$ cat src/rtl/txll_arb_if.sv
// ---------------------------------------------------------------------------
// txll_arb_if
// Bundles the two frame-source handshakes, the transmit FIFO write port and
// the arbiter status outputs into one interface.
//   slave  : arbiter side (accepts requester words, drives the FIFO port)
//   master : environment side (requesters, FIFO, status observer)
// Signals:
//   req{0,1}_valid/data/sof/eof  requester word and frame markers
//   req{0,1}_ready               word accepted when valid & ready
//   txfifo_data/sof/eof/wr_en    registered FIFO write port
//   txfifo_almost_full           FIFO headroom below threshold
//   txfifo_eof_poped             one-cycle pulse, one frame consumed
//   grant                        one-hot owner of the current frame
//   frames_out                   frames written but not yet popped
//   err_proto                    per-requester dropped/bad-word pulse
// ---------------------------------------------------------------------------
interface txll_arb_if;
  logic        req0_valid;
  logic [31:0] req0_data;
  logic        req0_sof;
  logic        req0_eof;
  logic        req0_ready;
  logic        req1_valid;
  logic [31:0] req1_data;
  logic        req1_sof;
  logic        req1_eof;
  logic        req1_ready;
  logic [31:0] txfifo_data;
  logic        txfifo_sof;
  logic        txfifo_eof;
  logic        txfifo_wr_en;
  logic        txfifo_almost_full;
  logic        txfifo_eof_poped;
  logic [1:0]  grant;
  logic [2:0]  frames_out;
  logic [1:0]  err_proto;

  modport slave (
    input  req0_valid, req0_data, req0_sof, req0_eof,
    input  req1_valid, req1_data, req1_sof, req1_eof,
    input  txfifo_almost_full, txfifo_eof_poped,
    output req0_ready, req1_ready,
    output txfifo_data, txfifo_sof, txfifo_eof, txfifo_wr_en,
    output grant, frames_out, err_proto
  );

  modport master (
    output req0_valid, req0_data, req0_sof, req0_eof,
    output req1_valid, req1_data, req1_sof, req1_eof,
    output txfifo_almost_full, txfifo_eof_poped,
    input  req0_ready, req1_ready,
    input  txfifo_data, txfifo_sof, txfifo_eof, txfifo_wr_en,
    input  grant, frames_out, err_proto
  );
endinterface

$ cat src/rtl/txll_arb.sv
// ---------------------------------------------------------------------------
// txll_arb
// Frame-atomic round-robin arbiter sharing the transmit link-layer FIFO write
// port between the command FIS source (requester 0) and the data FIS source
// (requester 1). A whole frame is granted at a time, words are throttled on
// txfifo_almost_full, and no new frame is admitted while C_MAX_FRAMES complete
// frames sit in the FIFO unconsumed.
// Ports:
//   sys_clk  single clock
//   sys_rst  asynchronous active-high reset
//   bus      txll_arb_if.slave (requester handshakes, FIFO port, status)
// Parameters:
//   C_MAX_FRAMES  max outstanding frames, 1..7
// ---------------------------------------------------------------------------
module txll_arb #(
  parameter int C_MAX_FRAMES = 2
) (
  input logic       sys_clk,
  input logic       sys_rst,
  txll_arb_if.slave bus
);

  typedef enum logic {IDLE, XFER} state_t;

  state_t      state_q, state_d;
  logic [1:0]  grant_q, grant_d;
  logic        last_owner_q, last_owner_d;
  logic        first_q, first_d;          // next accepted word opens the frame
  logic [2:0]  frames_q;
  logic [1:0]  err_q, err_d;
  logic [31:0] wr_data_q;
  logic        wr_sof_q, wr_eof_q, wr_en_q;

  logic [1:0]  valid, sof, eof, cand, rdy;
  logic        owner, admit, acc, inc, pick;
  logic [31:0] own_data;

  assign valid    = {bus.req1_valid, bus.req0_valid};
  assign sof      = {bus.req1_sof,   bus.req0_sof};
  assign eof      = {bus.req1_eof,   bus.req0_eof};
  assign cand     = valid & sof;
  assign owner    = grant_q[1];
  assign own_data = owner ? bus.req1_data : bus.req0_data;
  assign admit    = !bus.txfifo_almost_full && (frames_q < 3'(C_MAX_FRAMES));
  // On a tie the requester that did not own the previous frame wins.
  assign pick     = (cand == 2'b11) ? ~last_owner_q : cand[1];
  assign inc      = acc && eof[owner];

  // NOTE: every always_comb output is assigned a default first so no path
  // leaves a variable unassigned, which would otherwise infer a latch.
  always_comb begin
    state_d      = state_q;
    grant_d      = grant_q;
    last_owner_d = last_owner_q;
    first_d      = first_q;
    rdy          = 2'b00;
    err_d        = 2'b00;
    acc          = 1'b0;
    case (state_q)
      IDLE: begin
        // Mid-frame words with no owner are drained and flagged, independent
        // of FIFO headroom, so a broken source can never wedge the port.
        for (int i = 0; i < 2; i++) begin
          if (valid[i] && !sof[i]) begin
            rdy[i]   = 1'b1;
            err_d[i] = 1'b1;
          end
        end
        if (admit && (cand != 2'b00)) begin
          grant_d      = pick ? 2'b10 : 2'b01;
          last_owner_d = pick;
          first_d      = 1'b1;
          state_d      = XFER;
        end
      end
      XFER: begin
        rdy = grant_q & {2{!bus.txfifo_almost_full}};
        acc = |(rdy & valid);
        if (acc) begin
          first_d = 1'b0;
          if (sof[owner] && !first_q) err_d[owner] = 1'b1;
          if (eof[owner]) begin
            grant_d = 2'b00;
            state_d = IDLE;
          end
        end
      end
      default: state_d = IDLE;
    endcase
  end

  // NOTE: sequential state uses non-blocking assignments so every register
  // samples pre-edge values regardless of statement order.
  always_ff @(posedge sys_clk or posedge sys_rst) begin
    if (sys_rst) begin
      state_q      <= IDLE;
      grant_q      <= 2'b00;
      last_owner_q <= 1'b1;
      first_q      <= 1'b0;
      err_q        <= 2'b00;
      wr_data_q    <= 32'h0;
      wr_sof_q     <= 1'b0;
      wr_eof_q     <= 1'b0;
      wr_en_q      <= 1'b0;
    end else begin
      state_q      <= state_d;
      grant_q      <= grant_d;
      last_owner_q <= last_owner_d;
      first_q      <= first_d;
      err_q        <= err_d;
      wr_en_q      <= acc;
      wr_sof_q     <= acc && sof[owner];
      wr_eof_q     <= acc && eof[owner];
      if (acc) wr_data_q <= own_data;
    end
  end

  // Outstanding-frame counter; a pop with nothing outstanding is ignored.
  always_ff @(posedge sys_clk or posedge sys_rst) begin
    if (sys_rst) begin
      frames_q <= 3'd0;
    end else begin
      case ({inc, bus.txfifo_eof_poped})
        2'b10:   frames_q <= frames_q + 3'd1;
        2'b01:   if (frames_q != 3'd0) frames_q <= frames_q - 3'd1;
        default: frames_q <= frames_q;
      endcase
    end
  end

  // Ready is combinational; it is forced low while reset is held so nothing
  // is handshaken into a block that is discarding state.
  assign bus.req0_ready   = rdy[0] && !sys_rst;
  assign bus.req1_ready   = rdy[1] && !sys_rst;
  assign bus.txfifo_data  = wr_data_q;
  assign bus.txfifo_sof   = wr_sof_q;
  assign bus.txfifo_eof   = wr_eof_q;
  assign bus.txfifo_wr_en = wr_en_q;
  assign bus.grant        = grant_q;
  assign bus.frames_out   = frames_q;
  assign bus.err_proto    = err_q;

endmodule

$ cat src/flat_wrapper.sv
// flat-port wrapper written by rule: the top's interface ports become plain ports
module txll_arb_flat 
#(
  parameter int C_MAX_FRAMES = 2
)
  (sys_clk, sys_rst, bus_req0_valid, bus_req0_data, bus_req0_sof, bus_req0_eof, bus_req1_valid, bus_req1_data, bus_req1_sof, bus_req1_eof, bus_txfifo_almost_full, bus_txfifo_eof_poped, bus_req0_ready, bus_req1_ready, bus_txfifo_data, bus_txfifo_sof, bus_txfifo_eof, bus_txfifo_wr_en, bus_grant, bus_frames_out, bus_err_proto);
  txll_arb_if bus_i ();
  input logic sys_clk;
  input logic sys_rst;
  input wire logic [$bits(bus_i.req0_valid)-1:0] bus_req0_valid;
  input wire logic [$bits(bus_i.req0_data)-1:0] bus_req0_data;
  input wire logic [$bits(bus_i.req0_sof)-1:0] bus_req0_sof;
  input wire logic [$bits(bus_i.req0_eof)-1:0] bus_req0_eof;
  input wire logic [$bits(bus_i.req1_valid)-1:0] bus_req1_valid;
  input wire logic [$bits(bus_i.req1_data)-1:0] bus_req1_data;
  input wire logic [$bits(bus_i.req1_sof)-1:0] bus_req1_sof;
  input wire logic [$bits(bus_i.req1_eof)-1:0] bus_req1_eof;
  input wire logic [$bits(bus_i.txfifo_almost_full)-1:0] bus_txfifo_almost_full;
  input wire logic [$bits(bus_i.txfifo_eof_poped)-1:0] bus_txfifo_eof_poped;
  output wire logic [$bits(bus_i.req0_ready)-1:0] bus_req0_ready;
  output wire logic [$bits(bus_i.req1_ready)-1:0] bus_req1_ready;
  output wire logic [$bits(bus_i.txfifo_data)-1:0] bus_txfifo_data;
  output wire logic [$bits(bus_i.txfifo_sof)-1:0] bus_txfifo_sof;
  output wire logic [$bits(bus_i.txfifo_eof)-1:0] bus_txfifo_eof;
  output wire logic [$bits(bus_i.txfifo_wr_en)-1:0] bus_txfifo_wr_en;
  output wire logic [$bits(bus_i.grant)-1:0] bus_grant;
  output wire logic [$bits(bus_i.frames_out)-1:0] bus_frames_out;
  output wire logic [$bits(bus_i.err_proto)-1:0] bus_err_proto;
  assign bus_i.req0_valid = bus_req0_valid;
  assign bus_i.req0_data = bus_req0_data;
  assign bus_i.req0_sof = bus_req0_sof;
  assign bus_i.req0_eof = bus_req0_eof;
  assign bus_i.req1_valid = bus_req1_valid;
  assign bus_i.req1_data = bus_req1_data;
  assign bus_i.req1_sof = bus_req1_sof;
  assign bus_i.req1_eof = bus_req1_eof;
  assign bus_i.txfifo_almost_full = bus_txfifo_almost_full;
  assign bus_i.txfifo_eof_poped = bus_txfifo_eof_poped;
  assign bus_req0_ready = bus_i.req0_ready;
  assign bus_req1_ready = bus_i.req1_ready;
  assign bus_txfifo_data = bus_i.txfifo_data;
  assign bus_txfifo_sof = bus_i.txfifo_sof;
  assign bus_txfifo_eof = bus_i.txfifo_eof;
  assign bus_txfifo_wr_en = bus_i.txfifo_wr_en;
  assign bus_grant = bus_i.grant;
  assign bus_frames_out = bus_i.frames_out;
  assign bus_err_proto = bus_i.err_proto;
  txll_arb #(.C_MAX_FRAMES(C_MAX_FRAMES)) u_core (.sys_clk(sys_clk), .sys_rst(sys_rst), .bus(bus_i));
endmodule
$ cat config.mk
export PLATFORM = sky130hd
export DESIGN_NAME = txll_arb_flat
export DESIGN_NICKNAME = d
export VERILOG_FILES = /design/src/rtl/txll_arb_if.sv /design/src/rtl/txll_arb.sv /design/src/flat_wrapper.sv
export SDC_FILE = /design/constraint.sdc
export NUM_CORES = 1
export LEC_CHECK = 0
export ABC_AREA = 1
export BUFFER_PORTS_ARGS = -buffer_cell sky130_fd_sc_hd__clkbuf_2
export CAP_MARGIN = 5
export CORE_MARGIN = 1.5
export CORE_UTILIZATION = 45
export DETAILED_ROUTE_END_ITERATION = 10
export GPL_TIMING_DRIVEN = 0
export PLACE_DENSITY = 0.8
export SYNTH_ARGS = -nofsm -noshare
export SYNTH_HDL_FRONTEND = slang
export SYNTH_SLANG_ARGS = --single-unit
$ cat constraint.sdc
create_clock -name sys_clk -period 2 [get_ports sys_clk]
set_clock_uncertainty 0.05 [all_clocks]
set_input_delay 0.3 -clock sys_clk [delete_from_list [all_inputs] [get_ports sys_clk]]
set_output_delay 0.3 -clock sys_clk [all_outputs]
set_load 0.05 [all_outputs]
# Word-level counts from Yosys, hierarchy flattened
# Cells that the tools add are included.
totals:
  regBits: 45
  inputBits: 74
  output_inout_bits: 44
  word_cells: 79
op_classes:
  add_sub_neg: 2
  order_cmp: 3
  n_eq_ne: 7
  mux: 29
  n_bitwise: 5
  reduce_logical: 23
op_table:
  columns: ["op", "count"]
  rows:
  - ["two-way mux 32 bit", 1]
  - ["two-way mux 1 bit", 14]
  - ["two-way mux 2 bit", 6]
  - ["case mux 2 bit (2 select lines)", 3]
  - ["logical AND 1 bit", 10]
  - ["bitwise AND 2 bit", 3]
  - ["case mux 3 bit (2 select lines)", 1]
  - ["AND reduction 2 bit", 3]
  - ["logical NOT 1 bit", 5]
  - ["equality test 2 bit (second input constant)", 2]
  - ["!= test 2 x 1 -> 1 bit (second input constant)", 2]
  - ["!= test 2 bit (second input constant)", 2]
  - ["case mux 1 bit (2 select lines)", 2]
  - ["nonzero test 2 bit", 2]
  - ["adder 3 x 1 -> 3 bit (second input constant)", 1]
  - ["less-than comparator 3 x 2 -> 1 bit (second input constant)", 1]
  - ["two-way mux 3 bit", 1]
  - ["AND reduction 3 bit", 1]
  - ["nonzero test 3 bit", 1]
  - ["subtractor 3 x 1 -> 3 bit (second input constant)", 1]
  - ["equality test 2 x 1 -> 1 bit (second input constant)", 1]
  - ["less-than comparator 1 x 2 -> 1 bit (second input constant)", 1]
  - ["NOT 1 bit", 2]
  - ["OR reduction 2 bit", 1]
  - ["2 further kinds", 2]

# Logic depth before layout (Yosys ltp)
# Gate-level depths: netlist (run 1).
logic_depth:
  ltp_word: 9
  ltp_mapped: 10

# Worst setup path before layout (run 1)
# No wires, ideal clock.
synth_timing:
  path_type: "flip-flop to output port"
  startpoint: "reg u_core.grant_q[1] (netlist: u_core.bus.grant[1])"
  endpoint: "out bus_req1_ready"
  arrival_ns: 1.949
  t_required_ns: 1.650
  path_slack_ns: -0.299
  path_stages_with_launch: 5
  n_path_buf: 2
  path_cell_list: "dfrtp_1 > buf_4 > buf_2 > nand3_1 > a21oi_1"
synth_via:
  elab_chain_len: 3
synth_rtl:
  columns: ["element", "line_no", "text"]
  rows:
  - ["start: declaration", "txll_arb.sv:26", "logic [1:0] grant_q, grant_d;"]
  - ["start signal: assignment", "txll_arb.sv:107", "grant_q <= grant_d;"]
  - ["bitwise AND 2 bit", "txll_arb.sv:77", "rdy = grant_q & {2{!bus.txfifo_almost_full}};"]
  - ["case mux 2 bit (2 select lines)", "txll_arb.sv:59", "case (state_q)"]
  - ["logical AND 1 bit", "txll_arb.sv:134", "assign bus.req1_ready = rdy[1] && !sys_rst;"]
  - ["end: declaration", "flat_wrapper.sv:21", "output wire logic [$bits(bus_i.req1_ready)-1:0] bus_req1_ready;"]
# Every way passes these cells.

# Final worst setup path (run 1)
# Same ends and word-level chain as after synthesis.

==> impl_metrics.py, run 1 <==
metrics = {
    "run_status": {
        "status": "finished, final reports clean",
    },
    "floorplan": {
        "io_pins": 118,
        "die-area_mm2": 0.00535,
        "rows": 25,
        "die_y_um": 73.1,
        "core_mm2": 0.00472,
        "initial_core_util_pct": 46.9,
        "die_w_um": 73.1,
    },
    "clocking": {
        "numCtsBuffers": 5,
        "insertion_delay_ns": 0.29,
        "cts.sinks": 45,
        "cts_tree": "built",
        "htree_levels": 2,
        "clkSlewWorstSetupHoldPaths_ns": 0.08,
        "root_buffer": "clkbuf_8",
        "cts_buffer_depth": 2,
    },
    "yosys": {
        "ys_warn_count": 0,
        "avgSynthCellArea_um2": 8.85,
        "ys_seq_area_share_pct": 50.9,
        "synth_area_mm2": 0.00221,
        "synth_top_area_share_pct": 49.7,
        "synth_edf_count": 0,
        "ys.flop_type": "dfrtp_1",
        "synth_top_area_cell": "dfrtp_1",
        "synth_area_leaders": "dfrtp_1, nand2_1, a31oi_2",
        "syn_inst": 250,
        "ys_ff_latch": 45,
        "synth_cell_types": 26,
        "syn_nets": 325,
        "synthArstFlopShare_pct": 100,
    },
    "critical_path": {
        "r2r-end": "u_core.bus.frames_out[2]",
        "r2r_slack_ns": 0.17,
        "worstSetupEndpoint": "bus_req1_ready",
        "reg2regPathDepth": 10,
        "critPathKind": "register to output port",
        "cp_slowest_stage_delay_ns": 0.36,
        "critPathSlowestCell": "dfrtp_1",
        "startpoint": "u_core.bus.grant[1]",
        "cp_max_fo": 10,
        "rr_startpoint": "u_core.bus.grant[1]",
        "crit_arrival_ns": 1.54,
        "path_cells": "buf_4, buf_4, nand3_1, a21oi_4, clkbuf_4",
        "cp-start-kind": "register",
        "cp.required_ns": 1.65,
        "worstSetupEndpointType": "output port",
        "crit_top_cell": "buf_4",
    },
    "final_layout": {
        "stdcell_count": 445,
        "antenna_cells": 0,
        "num-nets-final": 452,
        "final_core_util_pct": 63.9,
        "n_fill_cell": 410,
        "fin_area_mm2": 0.00302,
        "syn_to_final_growth_pct": 36.3,
        "drive_above_1_share_pct": 42.1,
    },
    "global_routing": {
        "grt_pass1_vias": 2044,
        "grt_max_degree": 42,
        "antenna_found_initial": 0,
        "grt_pass1_wl_mm": 9.05,
        "grt-ovfl-total": 0,
        "grt_usage_pct": 21.9,
    },
    "route": {
        "postRouteAntennaNets": 0,
        "drt-pass1-iter-count": 4,
        "wl_per_cell_um": 12.7,
        "routed_wl_mm": 5.67,
        "vias": 2205,
        "drt-initial-drc-count": 75,
        "route.detailed.drc": 0,
        "viasPerCell": 4.96,
    },
    "power_and_ir_drop": {
        "p_sw_share_pct": 54.2,
        "pwr-share-comb_pct": 59.4,
        "p_per_area_mw_per_mm2": 1720,
        "ir_drop_mv": 0.774,
        "clockPowerShare_pct": 10.4,
        "p_int_mw": 2.37,
        "finalPower_mw": 5.18,
        "leakage_nw": 1.56,
        "power_frac_seq_pct": 30.3,
        "switchingPower_mw": 2.81,
    },
    "place": {
        "place_congestion": 0.834,
        "post-place-ws_ns": 0.102,
        "port_buffers": 117,
        "dpl_cell_area_mm2": 0.00291,
        "hpwlAfterDp_mm": 4.24,
        "placed_cells": 435,
    },
    "sta": {
        "setup_viol": 0,
        "post-route-period-util_pct": 94.3,
        "fmaxAchievable_mhz": 530,
        "slew_violations": 0,
        "slew_headroom_pct": 69.4,
        "setup_ws_ns": 0.114,
        "hold_ws_ns": 0.189,
        "rsz0062_at_grt": "no",
        "finalHoldViolations": 0,
        "fin_tns_setup_ns": 0,
        "layout_min_cycle_time_ns": 1.89,
        "tightest_slew_ns": 0.459,
    },
    "job": {
        "drv_cap": 0,
    },
    "hold_path": {
        "hp-class": "input pin to register",
    },
}
cells by family after synthesis:
family	after synthesis	share of synthesized area (%)
flops	45	50.9
compound gates	43	16.3
xor+xnor	1	0.396
buf+inv	27	6.90
simple gates	133	24.5
fa+ha+maj	1	0.905
final cells by class:
cell class	count	area (um^2)	share of cell area (%)
plain buffers	14	106	3.53
clock buffers	8	80.1	2.65
inverters	13	48.8	1.62
multi-input cells	178	945	31.3
flip-flops and latches	45	1130	37.4
well taps	67	83.8	2.78
repair buffers	120	626	20.7
synth_stat cells, drive strengths merged, types with 2 or more instances:
cell type / n
a31oi: 32
o21ai: 3
clkbuf: 5
dfrtp: 44
a21oi: 4
o41ai: 2
inv: 13
nand4: 3
nand2: 81
nand3b: 2
nand3: 11
nor2: 35
buf: 9
critical path: cells and delay by family, from the launching register on:
kind | cells | cell delay [ns]
AOI/OAI and AO/OA | 1 | 0.15
buffers and inverters | 3 | 0.59
DFF | 1 | 0.36
and+or+nand+nor | 1 | 0.13
power groups by stage:
stage / clock network (mW) / logic [mW] / registers [mW]
floorplan: 0 / 0.986 / 2.93
global placement: 0 / 3.01 / 1.57
detailed placement: 0 / 3.07 / 1.59
CTS: 0.555 / 3.10 / 1.57
global route: 0.584 / 3.31 / 1.62
finish: 0.536 / 3.07 / 1.57
placed cells by master, fill, tap and decap left out, types with 2 or more instances in the layout:
cell type	synthesis	layout
a21oi_1	4	3
a31oi_1	17	17
a31oi_2	15	15
buf_4	2	4
buf_6	4	4
clkbuf_1	5	8
clkbuf_2	0	116
clkbuf_8	0	5
dfrtp_1	44	44
inv_1	10	9
inv_2	3	4
nand2_1	78	78
nand2_2	3	3
nand3_1	10	10
nand3b_1	2	2
nand4_1	3	3
nor2_1	35	35
o21ai_0	3	3
o41ai_1	2	2
routing by layer:
metal  routed length, um  share of wire, %  vias to the layer above  GRT usage (%)
met4                  49              0.86                        0           5.03
met3                 430               7.6                        6           5.39
met1                2450                43                     1020           27.8
li1                    -                 -                     1081              -
met2                2740                48                       98           37.5
met5                   0                 0                        -              0
state kept, by name, indices dropped and copies added, names as in the netlist:
name,cells
u_core.bus.err_proto,2
u_core.bus.txfifo_wr_en,1
u_core.bus.txfifo_eof,1
u_core.last_owner_q,1
u_core.state_q,1
u_core.bus.frames_out,3
u_core.first_q,1
u_core.bus.txfifo_sof,1
u_core.bus.txfifo_data,32
u_core.bus.grant,2
worst min-delay path by stage:
stage                            endpoint  cells after the start                     start
2_1_floorplan     u_core.bus.err_proto[0]                      1            u_core.first_q
4_1_cts        u_core.bus.txfifo_data[13]                      3         bus_req1_data[13]
6_report       u_core.bus.txfifo_data[10]                      3         bus_req0_data[10]
3_3_place_gp     u_core.bus.frames_out[0]                      1  u_core.bus.frames_out[0]
5_1_grt         u_core.bus.txfifo_data[1]                      3          bus_req0_data[1]
3_5_place_dp          u_core.bus.grant[0]                      2                   sys_rst
what timing repair did:
action,CTS,global route
resized for setup,2,0
endpoints found under the hold margin,4,0
setup buffers,1,0
hold buffers,1,0
setup endpoints to repair,1,0
No activity file was read; power rests on OpenSTA's default activity.
==> run 2: changes to the inputs <==
--- a/config.mk
+++ b/config.mk
@@ -13,6 +13,7 @@
 export DETAILED_ROUTE_END_ITERATION = 10
 export GPL_TIMING_DRIVEN = 0
 export PLACE_DENSITY = 0.8
+export SLEW_MARGIN = 30
 export SYNTH_ARGS = -nofsm -noshare
 export SYNTH_HDL_FRONTEND = slang
 export SYNTH_SLANG_ARGS = --single-unit
==> constraint.sdc (replaced) <==
create_clock -name sys_clk -period 2.1 [get_ports sys_clk]
set_clock_uncertainty 0.05 [all_clocks]
set_input_delay 0.315 -clock sys_clk [delete_from_list [all_inputs] [get_ports sys_clk]]
set_output_delay 0.315 -clock sys_clk [all_outputs]
set_load 0.05 [all_outputs]
==> impl_metrics.py, run 2 (same netlist as run 1, synthesis figures left out) <==
metrics = {
    "clocking": {
        "root_buffer": "clkbuf_8",
        "insertion_delay_ns": 0.29,
        "cts.sinks": 45,
        "cts_buffer_depth": 2,
        "clkSlewWorstSetupHoldPaths_ns": 0.09,
        "htree_levels": 2,
        "cts_tree": "built",
        "numCtsBuffers": 5,
    },
    "floorplan": {
        "initial_core_util_pct": 46.9,
        "core_mm2": 0.00472,
        "io_pins": 118,
        "die_y_um": 73.1,
        "rows": 25,
        "die_w_um": 73.1,
        "die-area_mm2": 0.00535,
    },
    "sta": {
        "layout_min_cycle_time_ns": 1.95,
        "finalHoldViolations": 0,
        "fmaxAchievable_mhz": 512,
        "fin_tns_setup_ns": 0,
        "slew_violations": 0,
        "post-route-period-util_pct": 92.9,
        "tightest_slew_ns": 0.486,
        "slew_headroom_pct": 67.6,
        "rsz0062_at_grt": "no",
        "setup_viol": 0,
    },
    "run_status": {
        "status": "finished, final reports clean",
    },
    "job": {
        "drv_cap": 0,
    },
    "final_layout": {
        "num-nets-final": 451,
        "n_fill_cell": 427,
        "final_core_util_pct": 63.7,
        "regArea_mm2": 0.00113,
        "stdcell_count": 444,
        "largest_reg_flops": 32,
        "multi_input_comb_area_um2": 937,
        "final_cell_mix": "clkbuf_2, nand2_1, dfrtp_1",
        "syn_to_final_growth_pct": 36.0,
        "final_common_cell": "clkbuf_2",
        "drive_above_1_share_pct": 43.0,
        "antenna_cells": 0,
        "fin_area_mm2": 0.00301,
    },
    "place": {
        "place_congestion": 0.831,
        "placed_cells": 435,
        "dpl_cell_area_mm2": 0.00291,
        "port_buffers": 117,
        "hpwlAfterDp_mm": 4.20,
    },
    "global_routing": {
        "antenna_found_initial": 0,
        "grt_pass1_vias": 1959,
        "grt-ovfl-total": 0,
        "grt_pass1_wl_mm": 8.71,
        "grt_max_degree": 26,
        "grt_usage_pct": 21.2,
    },
    "power_and_ir_drop": {
        "p_per_area_mw_per_mm2": 1640,
        "ir_drop_mv": 0.758,
        "finalPower_mw": 4.95,
        "leakage_nw": 1.55,
    },
    "critical_path": {
        "r2r-end": "u_core.bus.frames_out[2]",
        "cp_max_fo": 10,
        "r2r_slack_ns": 0.27,
        "cp-start-kind": "register",
        "critPathKind": "register to output port",
        "cp.required_ns": 1.74,
        "worstSetupEndpointType": "output port",
        "crit_arrival_ns": 1.59,
        "rr_startpoint": "u_core.bus.grant[1]",
        "reg2regPathDepth": 9,
    },
    "route": {
        "drt-initial-drc-count": 95,
        "route.detailed.drc": 0,
        "postRouteAntennaNets": 0,
        "viasPerCell": 4.93,
        "routed_wl_mm": 5.54,
        "wl_per_cell_um": 12.5,
        "drt-pass1-iter-count": 4,
        "vias": 2187,
    },
    "hold_path": {
        "hp-class": "input pin to asynchronous set/reset pin",
    },
}
-- run 2: cell count changes in the layout (fill, tap and decap cells not counted), sizes merged --
cell,delta
dlygate4sd3,-1
buf,-1
clkinvlp,+3
clkbuf,-2
-- run 2: power breakdown --
group | internal, mW | switching (mW)
sequential | 1.27 | 0.224
clock | 0.234 | 0.307
combinational | 0.746 | 2.17
total | 2.25 | 2.70
-- run 2: repair_timing --
action / in CTS / in global routing
endpoints found under the setup margin: 0 / 1
hold buffers: 0 / 0
setup buffers: 0 / 1
gates resized for setup: 0 / 3
-- run 2: final cells by class --
type	instances	area share, %
Tap cell	67	2.78
Clock inverter	3	0.748
Inverter	13	1.62
Timing Repair Buffer	119	20.4
Sequential cell	45	37.4
Buffer	14	3.53
Multi-Input combinational cell	178	31.1
Clock buffer	5	2.29
-- run 2: critical path: stages, from the launching register on --
cell and delay, ns:
dfrtp_1 0.39, buf_4 0.19, clkbuf_4 0.22, nand3_1 0.11, a21oi_2 0.15, clkbuf_4 0.24
-- run 2: worst max path at each step --
stage,startpoint,end
after global placement,sys_rst,u_core.bus.txfifo_data[17]
after CTS,u_core.bus.grant[1],bus_req1_ready
final,u_core.bus.grant[1],bus_req1_ready
after floorplan,u_core.bus.grant[1],bus_req1_ready
after global routing,u_core.bus.grant[1],bus_req1_ready
after detailed placement,u_core.bus.grant[1],u_core.bus.frames_out[2]
-- run 2: metrics by stage --
stage	hold slack, ns	worst slack [ns]
detailed placement	0.334	0.258
global route	0.0376	0.0489
finish	0.000195	0.148
floorplan	0.406	0.0730
CTS	0.00714	0.00918
global placement	0.430	0.0477
-- run 2: metal layers --
metal,track usage (%),share of wire (%)
met1,28.0,46
met2,35.2,47
met3,4.14,6.3
met4,6.50,1.3
met5,0,0
==> run 3: changes to the inputs <==
--- a/config.mk
+++ b/config.mk
@@ -8,11 +8,13 @@
 export ABC_AREA = 1
 export BUFFER_PORTS_ARGS = -buffer_cell sky130_fd_sc_hd__clkbuf_2
 export CAP_MARGIN = 5
+export CELL_PAD_IN_SITES_DETAIL_PLACEMENT = 1
+export CELL_PAD_IN_SITES_GLOBAL_PLACEMENT = 1
 export CORE_MARGIN = 1.5
-export CORE_UTILIZATION = 45
+export CORE_UTILIZATION = 31
 export DETAILED_ROUTE_END_ITERATION = 10
 export GPL_TIMING_DRIVEN = 0
-export PLACE_DENSITY = 0.8
+export PLACE_DENSITY_LB_ADDON = 0.1
 export SLEW_MARGIN = 30
 export SYNTH_ARGS = -nofsm -noshare
 export SYNTH_HDL_FRONTEND = slang
==> constraint.sdc (replaced) <==
create_clock -name sys_clk -period 2.1 [get_ports sys_clk]
set_clock_uncertainty 0.05 [all_clocks]
set_input_delay 0.315 -clock sys_clk [delete_from_list [all_inputs] [get_ports sys_clk]]
set_output_delay 0.315 -clock sys_clk [all_outputs]
set_load 0.02 [all_outputs]
==> impl_metrics.py, run 3 (same netlist as run 1, synthesis figures left out) <==
metrics = {
    "clocking": {
        "htree_levels": 2,
        "clkSlewWorstSetupHoldPaths_ns": 0.09,
        "cts_tree": "built",
        "cts_hold_buf": 0,
        "insertion_delay_ns": 0.29,
        "cts_buffer_depth": 2,
        "numCtsBuffers": 5,
        "root_buffer": "clkbuf_8",
        "cts.sinks": 45,
    },
    "place": {
        "place_congestion": 0.850,
        "hpwlAfterDp_mm": 4.78,
        "port_buffers": 117,
        "dpl_cell_area_mm2": 0.00292,
        "placed_cells": 463,
    },
    "sta": {
        "fin_tns_setup_ns": 0,
        "tightest_slew_ns": 0.589,
        "finalHoldViolations": 0,
        "hold_ws_ns": 0.0355,
        "slew_headroom_pct": 60.7,
        "layout_min_cycle_time_ns": 1.93,
        "setup_viol": 0,
        "slew_violations": 0,
        "rsz0062_at_grt": "no",
        "fmaxAchievable_mhz": 519,
        "post-route-period-util_pct": 91.8,
    },
    "critical_path": {
        "critPathSlowestCell": "dfrtp_1",
        "worstSetupPathDepth": 5,
        "worstSetupEndpointType": "output port",
        "critPathKind": "register to output port",
        "crit_buf_inv": 3,
        "critPathTopFamily": "buffers and inverters",
        "path_cells": "buf_4, clkbuf_4, nand3_1, a21oi_1, clkbuf_2",
        "reg2regPathDepth": 9,
        "cp.required_ns": 1.74,
        "cp-start-kind": "register",
        "crit_arrival_ns": 1.56,
        "cp_slowest_stage_delay_ns": 0.43,
        "cp_max_fo": 10,
    },
    "floorplan": {
        "io_pins": 118,
        "core_mm2": 0.00683,
        "initial_core_util_pct": 32.4,
        "die_w_um": 87.5,
        "die_y_um": 87.5,
        "rows": 30,
        "die-area_mm2": 0.00766,
    },
    "final_layout": {
        "drive_above_1_share_pct": 42.1,
        "largest_reg_flops": 32,
        "stdcell_count": 471,
        "n_fill_cell": 876,
        "final_common_cell": "clkbuf_2",
        "final_cell_mix": "clkbuf_2, nand2_1, dfrtp_1",
        "syn_to_final_growth_pct": 37.4,
        "fin_area_mm2": 0.00304,
        "antenna_cells": 0,
        "num-nets-final": 449,
    },
    "power_and_ir_drop": {
        "ir_drop_mv": 0.559,
        "p_per_area_mw_per_mm2": 1390,
        "leakage_nw": 1.56,
    },
    "global_routing": {
        "grt_pass1_wl_mm": 10.2,
        "grt_max_degree": 46,
        "grt_pass1_vias": 2217,
        "antenna_found_initial": 0,
        "grt_usage_pct": 17.0,
        "grt-ovfl-total": 0,
    },
    "hold_path": {
        "hp-class": "input pin to asynchronous set/reset pin",
    },
    "route": {
        "drt-pass1-iter-count": 4,
        "wl_per_cell_um": 13.5,
        "postRouteAntennaNets": 0,
        "vias": 2197,
        "route.detailed.drc": 0,
        "viasPerCell": 4.66,
        "drt-initial-drc-count": 65,
        "routed_wl_mm": 6.35,
    },
    "job": {
        "drv_cap": 0,
    },
    "run_status": {
        "status": "finished, final reports clean",
    },
}
==> run 3: cell type report <==
| type | instances | area, um^2 | area share (%) |
|---|---|---|---|
| Tap cell | 96 | 120 | 3.95 |
| Buffer | 14 | 106 | 3.50 |
| Inverter | 13 | 51.3 | 1.69 |
| Clock buffer | 7 | 86.3 | 2.84 |
| Multi-Input combinational cell | 178 | 933 | 30.7 |
| Clock inverter | 1 | 30.0 | 0.988 |
| Sequential cell | 45 | 1130 | 37.1 |
| Timing Repair Buffer | 117 | 586 | 19.3 |
==> run 3: worst register-to-register path: cells and delay by family, from the launching register on <==
family        cells  cell delay [ns]
buf+inv           1             0.20
fa+ha+maj         1             0.38
simple gates      7             0.72
flops             1             0.44
==> run 3: what timing repair did <==
item | in CTS | in global routing
setup buffers | 0 | 0
gates resized for setup | 0 | 1
setup endpoints to repair | 0 | 1
==> run 3: path summary, 6_finish.rpt <==
path                                           from                          to  slack, ns
min in group sys_clk              bus_req0_data[27]  u_core.bus.txfifo_data[27]       0.20
min reg2reg                u_core.bus.frames_out[0]    u_core.bus.frames_out[0]       0.45
max in group asynchronous                   sys_rst    u_core.bus.frames_out[2]       1.54
min                                         sys_rst         u_core.bus.grant[0]       0.04
max reg2reg                     u_core.bus.grant[1]    u_core.bus.frames_out[2]       0.20
max                             u_core.bus.grant[1]              bus_req1_ready       0.17
==> run 3: where the power goes <==
group | internal (mW) | switching (mW)
Sequential | 1.27 | 0.235
Clock | 0.388 | 0.296
Combinational | 0.734 | 1.30
Total | 2.39 | 1.83
==> run 3: metal layers <==
metal	wire length, um	vias up	track usage (%)
met5	0	-	0
li1	-	1077	-
met1	2760	1041	21.5
met2	3130	75	29.6
met3	409	4	3.70
met4	49	0	3.90
==> run 3: stage by stage <==
step           power [mW]  util [%]  setup slack [ns]
3_5_place_dp         3.60      42.8             0.209
5_1_grt              4.56      44.5            0.0158
3_3_place_gp         3.55      42.7            -0.114
4_1_cts              4.29      44.5             0.107
6_report             4.22      44.5             0.173
2_1_floorplan        2.88         -             0.293
